==> config.mk <==
export PLATFORM = sky130hd
export DESIGN_NAME = rst_sequencer
export DESIGN_NICKNAME = d
export VERILOG_FILES = /design/src/rtl/rst_sequencer_pkg.sv /design/src/rtl/rst_sequencer_lock_filter.sv /design/src/rtl/rst_sequencer.sv
export SDC_FILE = /design/constraint.sdc
export NUM_CORES = 1
export LEC_CHECK = 0
export CAP_MARGIN = 40
export CORE_MARGIN = 2
export CORE_UTILIZATION = 40
export CTS_BUF_LIST = sky130_fd_sc_hd__clkbuf_8
export DETAILED_ROUTE_END_ITERATION = 7
export DONT_BUFFER_PORTS = 1
export GPL_ROUTABILITY_DRIVEN = 0
export PLACE_DENSITY = 0.59
export SLEW_MARGIN = 5
export SYNTH_ARGS = -nofsm -noshare
export SYNTH_HDL_FRONTEND = slang
export SYNTH_SLANG_ARGS = --single-unit
==> constraint.sdc <==
create_clock -name clk -period 2.1 [get_ports clk]
set_input_delay 0.42 -clock clk [delete_from_list [all_inputs] [get_ports clk]]
set_output_delay 0.42 -clock clk [all_outputs]
set_load 0.005 [all_outputs]
==> src/rtl/rst_sequencer_pkg.sv <==
// Shared types and helpers for the staged reset sequencer.
// Optional WAIT_LOCK timeout is enabled by defining RST_SEQ_TIMEOUT_EN.
package rst_seq_pkg;

    typedef enum logic [1:0] {
        HOLD      = 2'd0,
        WAIT_LOCK = 2'd1,
        RELEASE   = 2'd2,
        RUN       = 2'd3
    } seq_state_t;

    localparam int ABORT_CNT_W = 8;
    localparam logic [ABORT_CNT_W-1:0] ABORT_CNT_MAX = '1;

    // Counter width able to hold values 0..max_count without wrapping.
    function automatic int cnt_width(input int max_count);
        return (max_count > 1) ? $clog2(max_count) + 1 : 1;
    endfunction

endpackage

==> src/rtl/rst_sequencer_lock_filter.sv <==
// PLL lock qualifier: 2-FF synchronizer followed by a run-length filter.
// lock_ok rises after LOCK_FILT consecutive synced-high cycles and drops on the first synced-low one.
module lock_filter
    import rst_seq_pkg::*;
#(
    parameter int LOCK_FILT = 8
) (
    input  logic clk,
    input  logic async_rst_n,
    input  logic pll_locked,
    output logic lock_ok
);

    localparam int FILT_W = cnt_width(LOCK_FILT);
    localparam logic [FILT_W-1:0] FILT_LAST = FILT_W'(LOCK_FILT - 1);

    logic [1:0]        sync_reg;
    logic [FILT_W-1:0] run_cnt_reg;
    logic              lock_ok_reg;

    always_ff @(posedge clk or negedge async_rst_n) begin
        if (!async_rst_n) begin
            sync_reg    <= 2'b00;
            run_cnt_reg <= '0;
            lock_ok_reg <= 1'b0;
        end else begin
            sync_reg <= {sync_reg[0], pll_locked};
            if (!sync_reg[1]) begin
                run_cnt_reg <= '0;
                lock_ok_reg <= 1'b0;
            end else if (run_cnt_reg == FILT_LAST) begin
                lock_ok_reg <= 1'b1;
            end else begin
                run_cnt_reg <= run_cnt_reg + 1'b1;
            end
        end
    end

    // Gate with the synced level so a lock drop is visible in the very cycle it is seen.
    assign lock_ok = lock_ok_reg & sync_reg[1];

endmodule

==> src/rtl/rst_sequencer.sv <==
// Staged reset release: HOLD, wait for qualified PLL lock, release stages in order, abort on loss.
// Define RST_SEQ_TIMEOUT_EN to add the WAIT_LOCK timeout and the sticky lock_timeout port.
module rst_sequencer
    import rst_seq_pkg::*;
#(
    parameter int NUM_STAGES  = 4,
    parameter int HOLD_CYCLES = 32,
    parameter int STAGE_GAP   = 16,
    parameter int LOCK_FILT   = 8
`ifdef RST_SEQ_TIMEOUT_EN
    ,
    parameter int TIMEOUT_CYCLES = 65535
`endif
) (
    input  logic                   clk,
    input  logic                   async_rst_n,
    input  logic                   pll_locked,
    input  logic                   soft_rst_req,
    output logic [NUM_STAGES-1:0]  stage_rst_n,
    output logic                   seq_done,
    output logic                   seq_busy,
    output logic [ABORT_CNT_W-1:0] abort_cnt
`ifdef RST_SEQ_TIMEOUT_EN
    ,
    output logic                   lock_timeout
`endif
);

    localparam int HOLD_W = cnt_width(HOLD_CYCLES);
    localparam int GAP_W  = cnt_width(STAGE_GAP);
    localparam int IDX_W  = cnt_width(NUM_STAGES);

    localparam logic [HOLD_W-1:0]     HOLD_LAST     = HOLD_W'(HOLD_CYCLES - 1);
    localparam logic [GAP_W-1:0]      GAP_LAST      = GAP_W'(STAGE_GAP - 1);
    localparam logic [IDX_W-1:0]      IDX_LAST_STEP = IDX_W'((NUM_STAGES > 1) ? NUM_STAGES - 2 : 0);
    localparam logic [NUM_STAGES-1:0] FIRST_MASK    = NUM_STAGES'(1);

    seq_state_t                state_reg;
    logic [HOLD_W-1:0]         hold_cnt_reg;
    logic [GAP_W-1:0]          gap_cnt_reg;
    logic [IDX_W-1:0]          idx_reg;
    logic [NUM_STAGES-1:0]     stage_rst_n_reg;
    logic                      seq_done_reg;
    logic                      seq_busy_reg;
    logic [ABORT_CNT_W-1:0]    abort_cnt_reg;
    logic                      lock_ok;
    logic                      abort;
    logic [NUM_STAGES-1:0]     step_mask;

`ifdef RST_SEQ_TIMEOUT_EN
    localparam int WAIT_W = cnt_width(TIMEOUT_CYCLES);
    localparam logic [WAIT_W-1:0] WAIT_LAST = WAIT_W'(TIMEOUT_CYCLES - 1);

    logic [WAIT_W-1:0] wait_cnt_reg;
    logic              lock_timeout_reg;

    assign lock_timeout = lock_timeout_reg;
`endif

    lock_filter #(
        .LOCK_FILT (LOCK_FILT)
    ) u_lock_filter (
        .clk         (clk),
        .async_rst_n (async_rst_n),
        .pll_locked  (pll_locked),
        .lock_ok     (lock_ok)
    );

    // Thermometer mask for the next release step: bits 0..idx+1 released.
    generate
        for (genvar gi = 0; gi < NUM_STAGES; gi++) begin : g_step_mask
            assign step_mask[gi] = (gi <= int'(idx_reg) + 1);
        end
    endgenerate

    assign abort = ((state_reg == RELEASE) || (state_reg == RUN)) && (!lock_ok || soft_rst_req);

    always_ff @(posedge clk or negedge async_rst_n) begin
        if (!async_rst_n) begin
            state_reg        <= HOLD;
            hold_cnt_reg     <= '0;
            gap_cnt_reg      <= '0;
            idx_reg          <= '0;
            stage_rst_n_reg  <= '0;
            seq_done_reg     <= 1'b0;
            seq_busy_reg     <= 1'b1;
            abort_cnt_reg    <= '0;
`ifdef RST_SEQ_TIMEOUT_EN
            wait_cnt_reg     <= '0;
            lock_timeout_reg <= 1'b0;
`endif
        end else if (abort) begin
            state_reg       <= HOLD;
            hold_cnt_reg    <= '0;
            gap_cnt_reg     <= '0;
            idx_reg         <= '0;
            stage_rst_n_reg <= '0;
            seq_done_reg    <= 1'b0;
            seq_busy_reg    <= 1'b1;
            if (abort_cnt_reg != ABORT_CNT_MAX) begin
                abort_cnt_reg <= abort_cnt_reg + 1'b1;
            end
        end else begin
            case (state_reg)
                HOLD: begin
                    if (soft_rst_req) begin
                        hold_cnt_reg <= '0;
                    end else if (hold_cnt_reg == HOLD_LAST) begin
                        hold_cnt_reg <= '0;
                        state_reg    <= WAIT_LOCK;
                    end else begin
                        hold_cnt_reg <= hold_cnt_reg + 1'b1;
                    end
                end

                WAIT_LOCK: begin
                    if (soft_rst_req) begin
                        state_reg <= HOLD;
`ifdef RST_SEQ_TIMEOUT_EN
                        wait_cnt_reg <= '0;
`endif
                    end else if (lock_ok) begin
                        stage_rst_n_reg <= FIRST_MASK;
                        idx_reg         <= '0;
                        gap_cnt_reg     <= '0;
`ifdef RST_SEQ_TIMEOUT_EN
                        wait_cnt_reg    <= '0;
`endif
                        if (NUM_STAGES == 1) begin
                            state_reg    <= RUN;
                            seq_done_reg <= 1'b1;
                            seq_busy_reg <= 1'b0;
                        end else begin
                            state_reg <= RELEASE;
                        end
                    end
`ifdef RST_SEQ_TIMEOUT_EN
                    else if (wait_cnt_reg == WAIT_LAST) begin
                        wait_cnt_reg     <= '0;
                        lock_timeout_reg <= 1'b1;
                        state_reg        <= HOLD;
                    end else begin
                        wait_cnt_reg <= wait_cnt_reg + 1'b1;
                    end
`endif
                end

                RELEASE: begin
                    if (gap_cnt_reg == GAP_LAST) begin
                        gap_cnt_reg     <= '0;
                        idx_reg         <= idx_reg + 1'b1;
                        stage_rst_n_reg <= step_mask;
                        if (idx_reg == IDX_LAST_STEP) begin
                            state_reg    <= RUN;
                            seq_done_reg <= 1'b1;
                            seq_busy_reg <= 1'b0;
                        end
                    end else begin
                        gap_cnt_reg <= gap_cnt_reg + 1'b1;
                    end
                end

                RUN: begin
                    state_reg <= RUN;
                end

                default: begin
                    state_reg <= HOLD;
                end
            endcase
        end
    end

    assign stage_rst_n = stage_rst_n_reg;
    assign seq_done    = seq_done_reg;
    assign seq_busy    = seq_busy_reg;
    assign abort_cnt   = abort_cnt_reg;

endmodule

; ---- Yosys cells after proc, flatten, opt, wreduce, memory -nomap -nowiden
; Index checks and enable logic that the tools add are counted.
[word_totals]
rom_bits = 0
latchBits = 0
out_inout_bits = 14
memories = 0
mem_bits_rw = 0
input_bits = 4
reg_bits = 37
elab_cells = 93
[op_classes]
n_eq_ne = 17
bitwise_logic = 1
multipliers = 0
div = 0
add_sub_neg = 6
n_mux = 39
n_shift = 0
reduce_logical = 15
magnitude_cmp = 4
[op_table]
columns = op, count
row1 = <= comparator 1 x 32 -> 1 bit (first input constant), 1
row2 = <= comparator 2 x 32 -> 1 bit (first input constant), 1
row3 = <= comparator 3 x 32 -> 1 bit (first input constant), 1
row4 = 2-to-1 mux 4 bit, 6
row5 = 2-to-1 mux 6 bit, 4
row6 = 2-to-1 mux 5 bit, 4
row7 = 2-to-1 mux 2 bit, 7
row8 = 2-to-1 mux 3 bit, 4
row9 = inequality test 3 bit (second input constant), 4
row10 = 2-to-1 mux 1 bit, 10
row11 = one-hot mux 5 bit (2 select lines), 1
row12 = adder 8 x 1 -> 8 bit (second input constant), 1
row13 = inequality test 8 bit (second input constant), 1
row14 = one-hot mux 2 bit (4 select lines), 1
row15 = one-hot mux 4 bit (2 select lines), 1
row16 = nonzero test 2 bit, 4
row17 = adder 6 x 1 -> 6 bit (second input constant), 1
row18 = == test 6 x 5 -> 1 bit (second input constant), 1
row19 = inequality test 3 x 2 -> 1 bit (second input constant), 2
row20 = one-hot mux 3 bit (2 select lines), 1
row21 = AND reduction 3 bit, 2
row22 = adder 5 x 1 -> 5 bit (second input constant), 1
row23 = == test 5 x 4 -> 1 bit (second input constant), 1
row24 = AND reduction 5 bit, 1
row25 = 18 further kinds, 21

; ---- Depth between registers and ports, before layout
[depth]
ltp_word = 6
depth_mapped = 6
depth_no_buf = 5

; ---- Hierarchy
; Synthesis repeated with hierarchy kept, for this count alone.
[unflattened]
cells_unflattened = 186
hier_area_um2 = 1911.8
[by_module_without_submodules]
columns = module, cells_per_inst, instances, area_per_inst_um2
row1 = rst_sequencer, 163, 1, 1622.8
row2 = lock_filter, 23, 1, 289.0

; ---- Least setup slack after synthesis
; OpenSTA, ideal clock, no wires.
[synth_path]
kind = flip-flop to flip-flop
startpoint = register gap_cnt_reg[0]
endpoint = register idx_reg[2]
required_ns = 2.029
path_slack_ns = 0.626
path_stages_with_launch = 6
synth_period_minus_slack_ns = 1.474
setup_ns = 0.071
t_arrival_ns = 1.403
path_buffers = 0
path_cell_list = dfrtp_1 ha_1 and4b_1 nand2_1 or4_1 nand4_1
[synth_between]
elab_chain_len = 3
[synth_rtl]
columns = element, line_no
row1 = start: declaration, rst_sequencer.sv:40  ; logic [GAP_W-1:0] gap_cnt_reg;
row2 = start signal: assignment, rst_sequencer.sv:159  ; gap_cnt_reg <= gap_cnt_reg + 1'b1;
row3 = == test 5 x 4 -> 1 bit, rst_sequencer.sv:149  ; if (gap_cnt_reg == GAP_LAST) begin
row4 = inequality test 3 x 2 -> 1 bit (no source line), --
row5 = AND reduction 4 bit (no source line), --
row6 = end signal: assignment, rst_sequencer.sv:151  ; idx_reg <= idx_reg + 1'b1;
row7 = end: declaration, rst_sequencer.sv:41  ; logic [IDX_W-1:0] idx_reg;
; No other way between the ends.
; A chain may end at the register's enable or synchronous reset.

; ---- Worst setup path after layout
[layout_path]
startpoint = register gap_cnt_reg[0]
endpoint = register stage_rst_n_reg[2] (netlist: stage_rst_n[2])
[layout_between]
elab_chain_len = 3
[layout_rtl]
columns = element, line_no
row1 = == test 5 x 4 -> 1 bit, rst_sequencer.sv:149
row2 = inequality test 3 x 2 -> 1 bit (no source line), --
row3 = AND reduction 4 bit (no source line), --
row4 = end signal: assignment, rst_sequencer.sv:152  ; stage_rst_n_reg <= step_mask;
row5 = end: declaration, rst_sequencer.sv:42  ; logic [NUM_STAGES-1:0] stage_rst_n_reg;
; No other way between the ends.

==> reports/qor.csv <==
stage,metric,value,unit
critical_path,WP depth,5,
cts,TritonCTS clock tree,yes,
floorplan,Die Y,74.9,µm
place,dpl ws,0.441,ns
logic_synthesis,Post-synth EDFFs,0,
detailed_routing,drt pass-1 iters,4,
sta,RSZ-0062 raised after global routing,no,
critical_path,CP cell instances,ha_1 > nand4b_1 > nor2_2 > nor4b_1 > o31ai_1,
detailed_routing,via count,1468,
logic_synthesis,"count leader, synth",dfrtp_1,
sta,final period utilization,80.9,%
logic_synthesis,Gate Count Post-Synth,198,
pwr,worst vdd ir,0.314,mV
logic_synthesis,Cell variety after synth,53,
sta,Final Hold Viols,0,
floorplan,Die Span X,74.9,µm
floorplan,Initial Util,42.0,%
sta,crit path time final,1.70,ns
logic_synthesis,largest family of logic cells by synthesized area,simple AND/OR/NAND/NOR gates,
layout,max FFs per register,8,
sta,FMAX,589,MHz
floorplan,# IOs,18,
cts,CTS sink count,37,
logic_synthesis,Syn Area/Cell,10.1,µm²
logic_synthesis,leading area contributor after synthesis,dfrtp_1,
logic_synthesis,synthesized area,2010,µm²
cts,H-tree depth,2,
cts,post-CTS setup buffer count,0,
global_routing,vias in the first global route,1476,
logic_synthesis,Syn Nets,210,
global_routing,grt ovf,0,
logic_synthesis,"Warnings, synthesis",0,
layout,FILL cells,467,
cts,clock buffer count from CTS,5,
layout,storage element area,927,µm²
sta,Max-slew headroom,74.8,%
global_routing,Tot GR Track Use,16.7,%
outcome,status,"finished, final reports clean",
floorplan,row cnt,25,
logic_synthesis,share of the synthesized area in the top cell type,44.9,%
pwr,Pleak,0.984,nW
cts,post-cts resize count,0,
logic_synthesis,Synth Area in XOR/XNOR,5.23,%
critical_path,Crit path max-delay family,simple AND/OR/NAND/NOR gates,
logic_synthesis,Adder-Cell Fraction of Synth Area,4.98,%
cts,clk slew on worst S/H paths,0.07,ns
job,Max-Cap Viols,0,
place,PortBufs,0,
sta,Final setup viols,0,
layout,nets@finish,212,
global_routing,initial antenna violation count,0,
detailed_routing,DRC viols,0,
critical_path,R2R cell count,5,
sta,"Slew Viols, Final",0,
logic_synthesis,commonest cells in the netlist,"dfrtp_1, nand2_1, nor2_1",
layout,ANT cells,0,
logic_synthesis,post-synthesis mux area share,1.56,%
cts,clock buffer depth,2,
detailed_routing,DR WL/cell,15.2,µm
sta,final worst setup slack,0.402,ns
logic_synthesis,register area share after synthesis,46.2,%
critical_path,critical path data required time,2.26,ns
cts,clock latency on the worst-skew pair,0.29,ns
global_routing,largest net degree at the start of global routing,38,
logic_synthesis,asr flop ratio synth,100,%
pwr,power density cells,610,nW/µm²
floorplan,die area,5600,µm²
logic_synthesis,Synth Area in Simple Gates,23.2,%
logic_synthesis,ys flop type,dfrtp_1,
layout,Multi-input gate area,1000,µm²
logic_synthesis,Synth Area in Compound Gates,14.9,%
critical_path,"Worst Path Class, Setup",reg -> reg,
detailed_routing,Routed WL,4.08,mm
global_routing,global-route wire length before repair,7.04,mm
critical_path,Bufs and invs on worst path,0,
critical_path,max incr delay on CP,0.41,ns
layout,Layout area overhead,8.66,%
critical_path,crit path max fanout,8,
detailed_routing,Via density,5.48,
critical_path,crit path max-delay cell type,dfrtp_1,
logic_synthesis,#FFs+latches synth,37,
sta,worst clock skew,0.00845,ns
critical_path,Startpoint Class,flip-flop,
logic_synthesis,ranking of synthesized cells by area,"dfrtp_1, ha_1, nand2_1",
layout,ratio of cells with drive above 1 in the final layout,8.96,%
place,placed wire-length estimate,2.92,mm
min_path,Hold Path Stages,0,
cts,root buf cell,clkbuf_8,
detailed_routing,Final ANT Viol Nets,0,
detailed_routing,Initial DRC Count,77,
sta,final setup TNS,0,ns
floorplan,Core Region,4790,µm²
critical_path,Worst Path Arrival,1.86,ns
min_path,hold crit path type,in -> reg,
sta,worst slew pin tran,0.378,ns
critical_path,crit end category,flip-flop,
-- report_power, final --
group | switching, mW | internal, mW
sequential | 0.0147 | 0.724
clock | 0.249 | 0.297
combinational | 0.0261 | 0.0199
-- final timing paths --
check / start / to / slack, ns
max in group asynchronous: async_rst_n / seq_busy / 1.29
setup / recovery: gap_cnt_reg[0] / stage_rst_n[2] / 0.40
hold / removal: pll_locked / u_lock_filter.sync_reg[0] / 0.15
setup reg to reg: gap_cnt_reg[0] / stage_rst_n[2] / 0.40
hold reg to reg: u_lock_filter.sync_reg[0] / u_lock_filter.sync_reg[1] / 0.37
min in group asynchronous: async_rst_n / hold_cnt_reg[1] / 0.57
-- kinds of logic after synthesis --
| group | count (synthesis) |
|---|---|
| flops | 37 |
| xor+xnor | 12 |
| mux | 3 |
| compound gates | 44 |
| simple gates | 79 |
| buf+inv | 15 |
| fa+ha+maj | 8 |
-- layer usage --
layer | GRT usage [%] | share of wire (%)
met1 | 21.1 | 45
met2 | 27.6 | 49
met3 | 4.82 | 5.1
met4 | 5.36 | 0.98
met5 | 0 | 0
-- area by class of cell --
type	count	share of cell area [%]
well taps	67	3.84
clock buffers	7	4.42
clock inverters	1	0.229
flip-flops and latches	37	42.5
repair buffers	4	2.06
inverters	6	1.03
multi-input cells	146	45.9
-- stage by stage --
stage	instance area, µm²	std cells	utilization [%]	hold WS [ns]	power [mW]
detailed placement	2050	258	42.8	0.126	0.780
global placement	2050	258	42.8	0.126	0.776
CTS	2180	268	45.6	0.145	1.35
finish	2180	268	45.6	0.153	1.33
global route	2180	268	45.6	0.132	1.39
floorplan	2010	198	-	0.124	0.776
-- cell usage in the layout, fill, tap and decap left out, types with 2 or more instances in the layout --
cell       netlist  layout
a21oi_1          6       6
a22o_1           2       2
a31oi_1          6       6
and2_1           4       4
and4b_1          4       4
buf_4            0       2
clkbuf_8         0       7
dfrtp_1         36      36
ha_1             8       8
inv_1            6       6
mux2i_1          2       2
nand2_1         17      17
nand2b_1         2       2
nand3_1          8       8
nand3b_1         2       2
nand4_1          3       3
nand4b_1         3       3
nor2_1          16      16
nor2b_1          4       4
nor3_1           4       4
o21a_1           2       2
o21ai_0          6       6
o21ai_1          3       3
o22ai_1          3       3
o2bb2ai_1        3       3
o31ai_1          3       3
xnor2_1          7       7
xor2_1           5       5
-- repair_timing --
item                                    in CTS  in global routing
hold buffers                                 2                  0
endpoints found under the hold margin       37                  0
endpoints found under the setup margin       0                  0
Power figures use the tool's default switching activity.
